--- src/rtl/fwd_pkg.sv ---
// Shared widths, forwarding-select encodings and pipeline shadow-slot payloads
// for the EX-stage operand forwarding logic.
package fwd_pkg;

  localparam int unsigned REG_AW = 5;
  localparam int unsigned FWD_W  = 2;

  localparam logic [FWD_W-1:0] FWD_RF    = 2'b00;
  localparam logic [FWD_W-1:0] FWD_MEMWB = 2'b01;
  localparam logic [FWD_W-1:0] FWD_EXMEM = 2'b10;

  typedef struct packed {
    logic              v;
    logic [REG_AW-1:0] rs1;
    logic [REG_AW-1:0] rs2;
    logic [REG_AW-1:0] rd;
    logic              rw;
    logic              mr;
  } idex_t;

  typedef struct packed {
    logic              v;
    logic [REG_AW-1:0] rd;
    logic              rw;
    logic              mr;
  } exmem_t;

  typedef struct packed {
    logic              v;
    logic [REG_AW-1:0] rd;
    logic              rw;
  } memwb_t;

endpackage

--- src/rtl/fwd_prio_cmp.sv ---
// Two-candidate forwarding compare: the nearer (newer) producer wins over the
// farther one, and x0 is never forwarded.
module fwd_prio_cmp
  import fwd_pkg::*;
(
  input  logic [REG_AW-1:0] rs,
  input  logic              near_v,
  input  logic              near_rw,
  input  logic [REG_AW-1:0] near_rd,
  input  logic              far_v,
  input  logic              far_rw,
  input  logic [REG_AW-1:0] far_rd,
  output logic [FWD_W-1:0]  sel_c
);

  logic near_hit;
  logic far_hit;

  always_comb begin
    near_hit = near_v & near_rw & (near_rd != '0) & (near_rd == rs);
    far_hit  = far_v  & far_rw  & (far_rd  != '0) & (far_rd  == rs);
    sel_c    = FWD_RF;
    if (near_hit) begin
      sel_c = FWD_EXMEM;
    end else if (far_hit) begin
      sel_c = FWD_MEMWB;
    end
  end

endmodule

--- src/rtl/forward_select_gen.sv ---
// Forwarding-select and load-use hazard generator; shadows the ID/EX, EX/MEM and
// MEM/WB destination info and registers the selects for the instruction entering EX.
module forward_select_gen
  import fwd_pkg::*;
(
  input  logic              clk_i,
  input  logic              rst_i,
  input  logic              id_valid_i,
  input  logic [REG_AW-1:0] id_rs1_i,
  input  logic [REG_AW-1:0] id_rs2_i,
  input  logic [REG_AW-1:0] id_rd_i,
  input  logic              id_regwrite_i,
  input  logic              id_memread_i,
  input  logic              mem_stall_i,
  output logic [FWD_W-1:0]  forward_a_o,
  output logic [FWD_W-1:0]  forward_b_o,
  output logic              stall_o
);

  idex_t            idex;
  exmem_t           exmem;
  memwb_t           memwb;
  logic [FWD_W-1:0] sel_a_c;
  logic [FWD_W-1:0] sel_b_c;
  logic             unused_slot_bits;

  // Load in EX whose result the ID instruction needs next cycle.
  always_comb begin
    stall_o = rst_i & id_valid_i & idex.v & idex.mr & (idex.rd != '0) &
              ((idex.rd == id_rs1_i) | (idex.rd == id_rs2_i));
  end

  fwd_prio_cmp u_cmp_a (
    .rs      (id_rs1_i),
    .near_v  (idex.v),
    .near_rw (idex.rw),
    .near_rd (idex.rd),
    .far_v   (exmem.v),
    .far_rw  (exmem.rw),
    .far_rd  (exmem.rd),
    .sel_c   (sel_a_c)
  );

  fwd_prio_cmp u_cmp_b (
    .rs      (id_rs2_i),
    .near_v  (idex.v),
    .near_rw (idex.rw),
    .near_rd (idex.rd),
    .far_v   (exmem.v),
    .far_rw  (exmem.rw),
    .far_rd  (exmem.rd),
    .sel_c   (sel_b_c)
  );

  // Slots advance together unless the D-cache freezes the whole pipeline.
  always_ff @(posedge clk_i or negedge rst_i) begin
    if (!rst_i) begin
      idex        <= '0;
      exmem       <= '0;
      memwb       <= '0;
      forward_a_o <= FWD_RF;
      forward_b_o <= FWD_RF;
    end else if (!mem_stall_i) begin
      memwb <= '{v: exmem.v, rd: exmem.rd, rw: exmem.rw};
      exmem <= '{v: idex.v, rd: idex.rd, rw: idex.rw, mr: idex.mr};
      if (stall_o) begin
        idex <= '0;
      end else begin
        idex <= '{v: id_valid_i, rs1: id_rs1_i, rs2: id_rs2_i, rd: id_rd_i,
                  rw: id_regwrite_i, mr: id_memread_i};
      end
      forward_a_o <= (stall_o || !id_valid_i) ? FWD_RF : sel_a_c;
      forward_b_o <= (stall_o || !id_valid_i) ? FWD_RF : sel_b_c;
    end
  end

  // Shadow fields kept for pipeline visibility but not needed by the select logic.
  assign unused_slot_bits = ^{memwb, exmem.mr, idex.rs1, idex.rs2};

endmodule
--- config.mk ---
export PLATFORM = sky130hd
export DESIGN_NAME = forward_select_gen
export DESIGN_NICKNAME = d
export VERILOG_FILES = /design/src/rtl/fwd_pkg.sv /design/src/rtl/fwd_prio_cmp.sv /design/src/rtl/forward_select_gen.sv
export SDC_FILE = /design/constraint.sdc
export NUM_CORES = 1
export LEC_CHECK = 0
export ABC_AREA = 1
export ABC_CLOCK_PERIOD_IN_PS = 1500
export CAP_MARGIN = 20
export CORE_AREA = 2 2 51 53
export CTS_BUF_LIST = sky130_fd_sc_hd__clkbuf_8
export CTS_CLUSTER_DIAMETER = 200
export DETAILED_ROUTE_END_ITERATION = 8
export DIE_AREA = 0 0 53 55
export GPL_TIMING_DRIVEN = 0
export PLACE_DENSITY = 0.8
export SLEW_MARGIN = 20
export SYNTH_ARGS = -nofsm -noshare
export SYNTH_HDL_FRONTEND = slang
export SYNTH_SLANG_ARGS = --single-unit
--- constraint.sdc ---
create_clock -name clk_i -period 1.5 [get_ports clk_i]
set_input_delay 0.3 -clock clk_i [delete_from_list [all_inputs] [get_ports clk_i]]
set_output_delay 0.3 -clock clk_i [all_outputs]
set_load 0.01 [all_outputs]
==> metrics.md, run 1 <==
| Metric | Value |
|---|---|
| Fin Clk Skew | `0.00394 ns` |
| Largest stage delay, worst path | `0.43 ns` |
| Via count | `~1200` |
| TritonCTS clock tree | `done` |
| Min cycle time layout | `1.92 ns` |
| Setup_tns | `-3.34 ns` |
| Setup crit end kind | `output pin` |
| Syn Area/Cell | `6.82 um^2` |
| Post-DP HPWL | `2000 um` |
| Port Buf Inserts | `24` |
| Sink Count | `19` |
| IO Pins | `26` |
| GR Util All Layers | `0.270` |
| Die H | `55 um` |
| Failing checks | `negative hold slack, negative setup slack` |
| Worst Hold Margin | `-0.0247 ns` |
| Cell Rows | `18` |
| Routed wire length | `3750 um` |
| Fin. Hold Viols | `19` |
| Most frequent cells in the layout | `nand2_1, dfrtp_1, inv_1` |
| Area contributors post-synth | `dfrtp_1, nand2_1, nand3_1` |
| Max-slew headroom | `0.692` |
| Detailed-route wire length per cell | `15.1 um` |
| RSZ-0062 raised after global routing | `true` |
| Critical path class | `reg -> out` |
| Final Util | `0.771` |
| Layout cells sized above 1 | `0.344` |
| Total Nets Final | `240` |
| Final count of pins violating max slew | `0` |
| Fin area | `roughly 1800 um^2` |
| Sequential fraction of the synthesis area | `0.415` |
| Full die area | `2920 um^2` |
| Number of global-route vias before repair | `1264` |
| Yosys top cell by area | `dfrtp_1` |
| Tcrit/Tclk final | `1.28` |
| Power Dens Cells | `746 nW/um^2` |
| Detail Route met2 WL | `about 2000 um` |
| Final setup violation count | `12` |
| Yosys reg bits | `19` |
| Clock Latency Late Sink | `0.27 ns` |
| Synth top area share | `0.415` |
| Tot Pwr | `1.36 mW` |
| Bufs on Longest Clock Path | `2` |
| Initial antenna violation count | `0` |
| Top cell by count, worst path | `buf_6` |
| Worst path arrival time | `1.62 ns` |
| Max H-tree Level | `1` |
| DRT antenna net count | `0` |
| Synth Net Count | `between 150 and 200` |
| Fillers | `169` |
| Tightest Hold Check Type | `in -> async` |
| Most common cell after layout, fill and taps aside | `nand2_1` |
| Cell variety after synth | `20` |
| Peak VDD IR | `roughly 0.82 mV` |
| DR WL met3 | `114 um` |
| Cell count after synthesis | `168` |
| Lkg Pwr | `0.941 nW` |
| Pre-antenna DRT Iters | `4` |
| Initial drt markers | `25` |
| Met1 Wirelength | `between 1500 and 2000 um` |
| GRT overflow | `0` |
| Synthesized area | `1150 um^2` |
| Largest net degree at the start of global routing | `21` |
| Global placement routability congestion | `0.795` |
| Placed Area | `around 1400 um^2` |
| Worst-Margin Slew | `0.462 ns` |
| Die W | `~53 um` |
| CTS Root Cell | `clkbuf_8` |
| N_diodes | `0` |
| Num CTS Buffers | `3` |
| Warnings, synthesis | `0` |
| First-pass GRT wire length | `approximately 5400 um` |
| Core box area | `2360 um^2` |
| Drt via density | `4.99` |
| Maxcap violations | `0` |
| Fmax | `521 MHz` |
| CP max stage cell | `dfrtp_2` |
| DR DRC count | `0` |
| Crit path max fanout | `4` |
| Crit path cell chain | `buf_6 -> nand2_1 -> nand2_1 -> nor2_2 -> nand3_2 -> nand2_4 -> nand2_4 -> buf_6 -> inv_2 -> buf_6` |
| CP Launch Type | `flip-flop` |
| Worst endpoint required time | `1.20 ns` |
| Initial Utilization | `0.485` |
| Top sig layer | `met4` |
| Fin worst setup slack | `-0.418 ns` |
| Layout area overhead | `59.1%` |
| Clock slew at reported path FFs | `0.08 ns` |
| Outcome | `finished with violations` |
## final cells by class
| type | count | area (um^2) | area share |
|---|---|---|---|
| Timing Repair Buffer | 46 | 424 | 0.233 |
| Buffer | 4 | 23.8 | 0.0130 |
| Clock inverter | 1 | 3.75 | 0.00206 |
| Clock buffer | 3 | 41.3 | 0.0226 |
| Inverter | 22 | 82.6 | 0.0453 |
| Sequential cell | 19 | 479 | 0.263 |
| Multi-Input combinational cell | 123 | 731 | 0.401 |
| Tap cell | 30 | 37.5 | 0.0206 |
## synth_stat cells
| library cell | number |
|---|---|
| buf_2 | 1 |
| buf_6 | 1 |
| clkbuf_1 | 2 |
| clkinv_1 | 1 |
| dfrtp_1 | 19 |
| inv_1 | 16 |
| inv_2 | 5 |
| nand2_1 | 67 |
| nand2_2 | 1 |
| nand2_4 | 1 |
| nand3_1 | 15 |
| nand3_2 | 1 |
| nand3b_1 | 1 |
| nand4_1 | 1 |
| nor2_1 | 18 |
| nor2_2 | 1 |
| o21ai_0 | 2 |
| o21ai_1 | 5 |
| xnor2_1 | 6 |
| xor2_1 | 4 |
## final timing paths
kind / from / endpoint / slack, ns / depth (start not counted)
min in group clk_i: mem_stall_i / exmem[7] / 0.41 / 2
max in group asynchronous: rst_i / idex[6] / 1.18 / 1
setup / recovery: idex[2] / stall_o / -0.42 / 10
setup reg to reg: idex[2] / idex[3] / -0.32 / 13
hold / removal: rst_i / forward_b_o[0] / -0.02 / 1
hold reg to reg: forward_b_o[1] / forward_b_o[1] / 0.48 / 2
## where the power goes
group | switching (mW) | leakage (nW) | internal [mW]
clock | 0.189 | 0.0269 | 0.183
sequential | 0.0522 | 0.237 | 0.554
combinational | 0.199 | 0.677 | 0.181
total | 0.440 | 0.941 | 0.919
## cells by family after synthesis
kind of cell | Yosys count | share of synthesized area
AO/OA/AOI/OAI | 7 | 0.0306
XOR/XNOR | 10 | 0.0764
buffers and inverters | 26 | 0.0928
flip-flops | 19 | 0.415
AND/OR/NAND/NOR | 106 | 0.385
## critical path, delay by kind of cell, from the launching register on
family,cells,cell delay (ns)
simple gates,6,0.53
flops,1,0.43
buf+inv,4,0.39
## registers in the layout, summed over array words and instances (netlist names)
register,count
forward_a_o,2
idex,8
forward_b_o,2
exmem,7
## layer usage
metal | global-route usage | vias up
met1 | 0.292 | 595
met3 | 0.0538 | 7
met4 | 0.184 | 0
li1 | - | 608
met2 | 0.479 | 28
met5 | 0 | -
## through the flow
step / setup slack [ns] / hold slack (ns) / instances
detailed placement: -1.38 / 0.465 / 222
global placement: -1.31 / 0.459 / 222
floorplan: 0.144 / 0.00441 / 168
finish: -0.418 / -0.0247 / 248
CTS: -0.347 / 0.108 / 244
global route: -0.472 / 0.000598 / 248
## timing repair
item | in CTS | in global routing
endpoints found under the setup margin | 13 | 13
resized for setup | 46 | 31
pin swaps | 19 | 22
cloned | 1 | 0
hold buffers | 0 | 0
setup buffers | 28 | 6
(Power assumes the default switching activity.)
==> inputs of run 2 (changes only) <==
- CELL_PAD_IN_SITES_DETAIL_PLACEMENT: unset -> 2
- CELL_PAD_IN_SITES_GLOBAL_PLACEMENT: unset -> 2
- CORE_AREA: 2 2 51 53 -> 2 2 67 69
- DIE_AREA: 0 0 53 55 -> 0 0 69 71
- PLACE_DENSITY: 0.8 -> 0.83
==> run 2 against run 1 <==
Effect of this change:
- the flow still finishes with violations (negative hold slack, negative setup slack)
- critical path type unchanged
- largest cell class unchanged
- final cell count is 3.2% higher
- non-clock buffer count is 14 lower
- clock power is 1% lower
- largest power group unchanged
- design area is 11% lower
- core utilization is 38 points lower
- clock skew is 0.0014 ns lower
- count of clock-buffer cells in the layout stayed put
==> metrics.md, run 2 (synthesis results as in run 1) <==
| Metric | Value |
|---|---|
| Outcome | `finished with violations` |
| Failing checks | `negative hold slack, negative setup slack` |
| Layout cells sized above 1 | `0.221 (-0.123)` |
| Fmax | `546 MHz (+4.6%)` |
| Fin area | `1630 um^2 (-11%)` |
| Port Buf Inserts | `24 (unchanged)` |
| Worst Hold Margin | `-0.0131 ns (+0.0117 ns)` |
| Worst path arrival time | `1.53 ns (-0.09 ns)` |
| RR Endpoint | `idex[3]` |
| Pre-antenna DRT Iters | `4 (unchanged)` |
| R2R setup slack | `-0.11 ns (+0.21 ns)` |
| Die W | `69 um (+30%)` |
| RSZ-0062 raised after global routing | `true` |
| Via count | `1203 (-2.8%)` |
| Worst endpoint required time | `1.20 ns (about the same)` |
| Placed Area | `1450 um^2 (+1.9%)` |
| First-pass GRT wire length | `6620 um (+22%)` |
| Bufs on Longest Clock Path | `2 (unchanged)` |
| Layout area overhead | `42.0%` |
| Critical path class | `reg -> out` |
| RR Startpoint | `idex[2]` |
| # hold bufs at CTS | `0 (unchanged)` |
| Cell Rows | `24 (+6)` |
| Tcrit/Tclk final | `1.22 (-0.0567)` |
| Num CTS Buffers | `3 (unchanged)` |
| Sw Share | `0.319 (-0.00542)` |
| Lkg Pwr | `0.917 nW (-2.6%)` |
| P_int | `875 uW (-4.8%)` |
| Number of global-route vias before repair | `1374 (+8.7%)` |
| Max-slew headroom | `0.662 (-0.0298)` |
| Most common cell after layout, fill and taps aside | `nand2_1` |
| Most frequent cells in the layout | `nand2_1, dfrtp_1, inv_1` |
| Sink Count | `19 (unchanged)` |
| Drt via density | `4.70 (-5.9%)` |
| Fin. Hold Viols | `19 (unchanged)` |
| Reg power frac | `0.474 (+0.028)` |
| Core box area | `4200 um^2 (+78%)` |
| Clock Latency Late Sink | `0.26 ns (about the same)` |
| Part of the power in combinational logic | `0.240 (-0.040)` |
| Fillers | `517 (+210%)` |
| Initial Utilization | `0.273 (-0.212)` |
| Final std cells w/o fill | `256 (+3.2%)` |
| DRT antenna net count | `0 (unchanged)` |
| Peak VDD IR | `0.314 mV (-62%)` |
| Biggest registers after layout | `idex x8, exmem x7` |
| Die H | `71 um (+29%)` |
| Initial drt markers | `30 (+20%)` |
| Detailed-route wire length per cell | `16.0 um (+5.5%)` |
| GRT overflow | `0 (unchanged)` |
| Routed wire length | `4090 um (+8.9%)` |
| Final setup violation count | `11 (-1)` |
| Post-DP HPWL | `2870 um (+44%)` |
| Final count of pins violating max slew | `0 (unchanged)` |
| Power Dens Cells | `789 nW/um^2 (+5.8%)` |
| TritonCTS clock tree | `done` |
| Worst-Margin Slew | `0.507 ns (+0.0447 ns)` |
| Total Nets Final | `226 (-5.8%)` |
| Final Util | `0.387 (-0.384)` |
| N_diodes | `0 (unchanged)` |
| Max reg flops | `8 (unchanged)` |
| Dpl cells | `244 (+9.9%)` |
| Clock slew at reported path FFs | `0.07 ns (about the same)` |
| GR Util All Layers | `0.171 (-0.0983)` |
| CTS Root Cell | `clkbuf_8` |
| Max H-tree Level | `1 (unchanged)` |
| Tot Pwr | `1.28 mW (-5.5%)` |
| Sw power | `409 uW (-7.1%)` |
| Maxcap violations | `0 (unchanged)` |
| Fin Clk Skew | `0.00250 ns (-0.00144 ns)` |
| Tightest Hold Check Type | `in -> async` |
| Largest net degree at the start of global routing | `21 (unchanged)` |
| DR DRC count | `0 (unchanged)` |
| Clk network pwr share | `0.286 (+0.012)` |
| Register-to-Register Path Depth | `10 (-3)` |
| Largest Register | `idex` |
| Global placement routability congestion | `0.759 (-4.5%)` |
| Setup crit end kind | `output pin` |
| Full die area | `4900 um^2 (+68%)` |
| Crit path max fanout | `6 (+2)` |
| Fin worst setup slack | `-0.333 ns (+0.0850 ns)` |
| Min cycle time layout | `1.83 ns (-0.0850 ns)` |
| Initial antenna violation count | `0 (unchanged)` |
| CP Launch Type | `flip-flop` |
| IO Pins | `26 (unchanged)` |
==> run 2: cell count changes in the layout (fill, tap and decap cells not counted), sizes merged <==
cell           previous run  this run
dlygate4sd2               9         8
buf                      26        12
inv                      22        20
dlymetal6s2s              0         4
clkinv                    1         3
clkdlybuf4s50            13        10
==> run 2: power by group through the flow <==
stage          sequential, mW  combinational, mW  clock, mW
2_1_floorplan           0.598              0.159          0
3_3_place_gp            0.610              0.260          0
3_5_place_dp            0.615              0.278          0
4_1_cts                 0.607              0.297      0.383
5_1_grt                 0.616              0.348      0.401
6_report                0.609              0.308      0.368
==> run 2: worst max-delay path by stage <==
stage | startpoint | endpoint | slack (ns) | cells after the start
2_1_floorplan | idex[2] | stall_o | 0.14 | 8
3_3_place_gp | rst_i | stall_o | -1.40 | 9
3_5_place_dp | rst_i | stall_o | -1.45 | 9
4_1_cts | idex[6] | stall_o | -0.38 | 10
5_1_grt | idex[2] | stall_o | -0.44 | 10
6_report | idex[2] | stall_o | -0.33 | 10
==> run 2: stage by stage <==
step,setup WS [ns],TNS [ns]
after floorplan,0.144,0
after detailed placement,-1.45,-11.11
after global routing,-0.441,-2.25
after global placement,-1.40,-10.28
final,-0.333,-1.10
after CTS,-0.375,-1.13
==> run 2: metal layers <==
layer  track usage  vias to the layer above  wire length, um
met5             0                        -                0
met4        0.0479                        0               23
met3        0.0199                        2               92
met2         0.334                       18             2310
met1         0.196                      605             1660
li1              -                      578                -
==> run 2: final cells by class <==
cell class / count / area (um^2) / area share
multi-input combinational: 123 / 626 / 0.384
inverter: 22 / 87.6 / 0.0538
timing repair buffer: 32 / 297 / 0.182
tap: 52 / 65.1 / 0.0400
clock buffer: 3 / 41.3 / 0.0254
buffer: 4 / 27.5 / 0.0169
sequential: 19 / 479 / 0.294
clock inverter: 1 / 5.00 / 0.00307
==> run 2: critical path, stage by stage, from the launching register on <==
cell,delay [ns]
dfrtp_2,0.47
nand2_1,0.09
clkinv_1,0.07
nor2_2,0.10
nor2_2,0.05
nand3_2,0.09
nand2_2,0.08
nand2_4,0.07
buf_8,0.10
clkinv_4,0.04
buf_6,0.11
==> run 2: what timing repair did <==
action | 4_1_cts | 5_1_grt
pin swaps | 8 | 10
setup buffers | 7 | 2
gates resized for setup | 28 | 18
setup endpoints to repair | 13 | 17
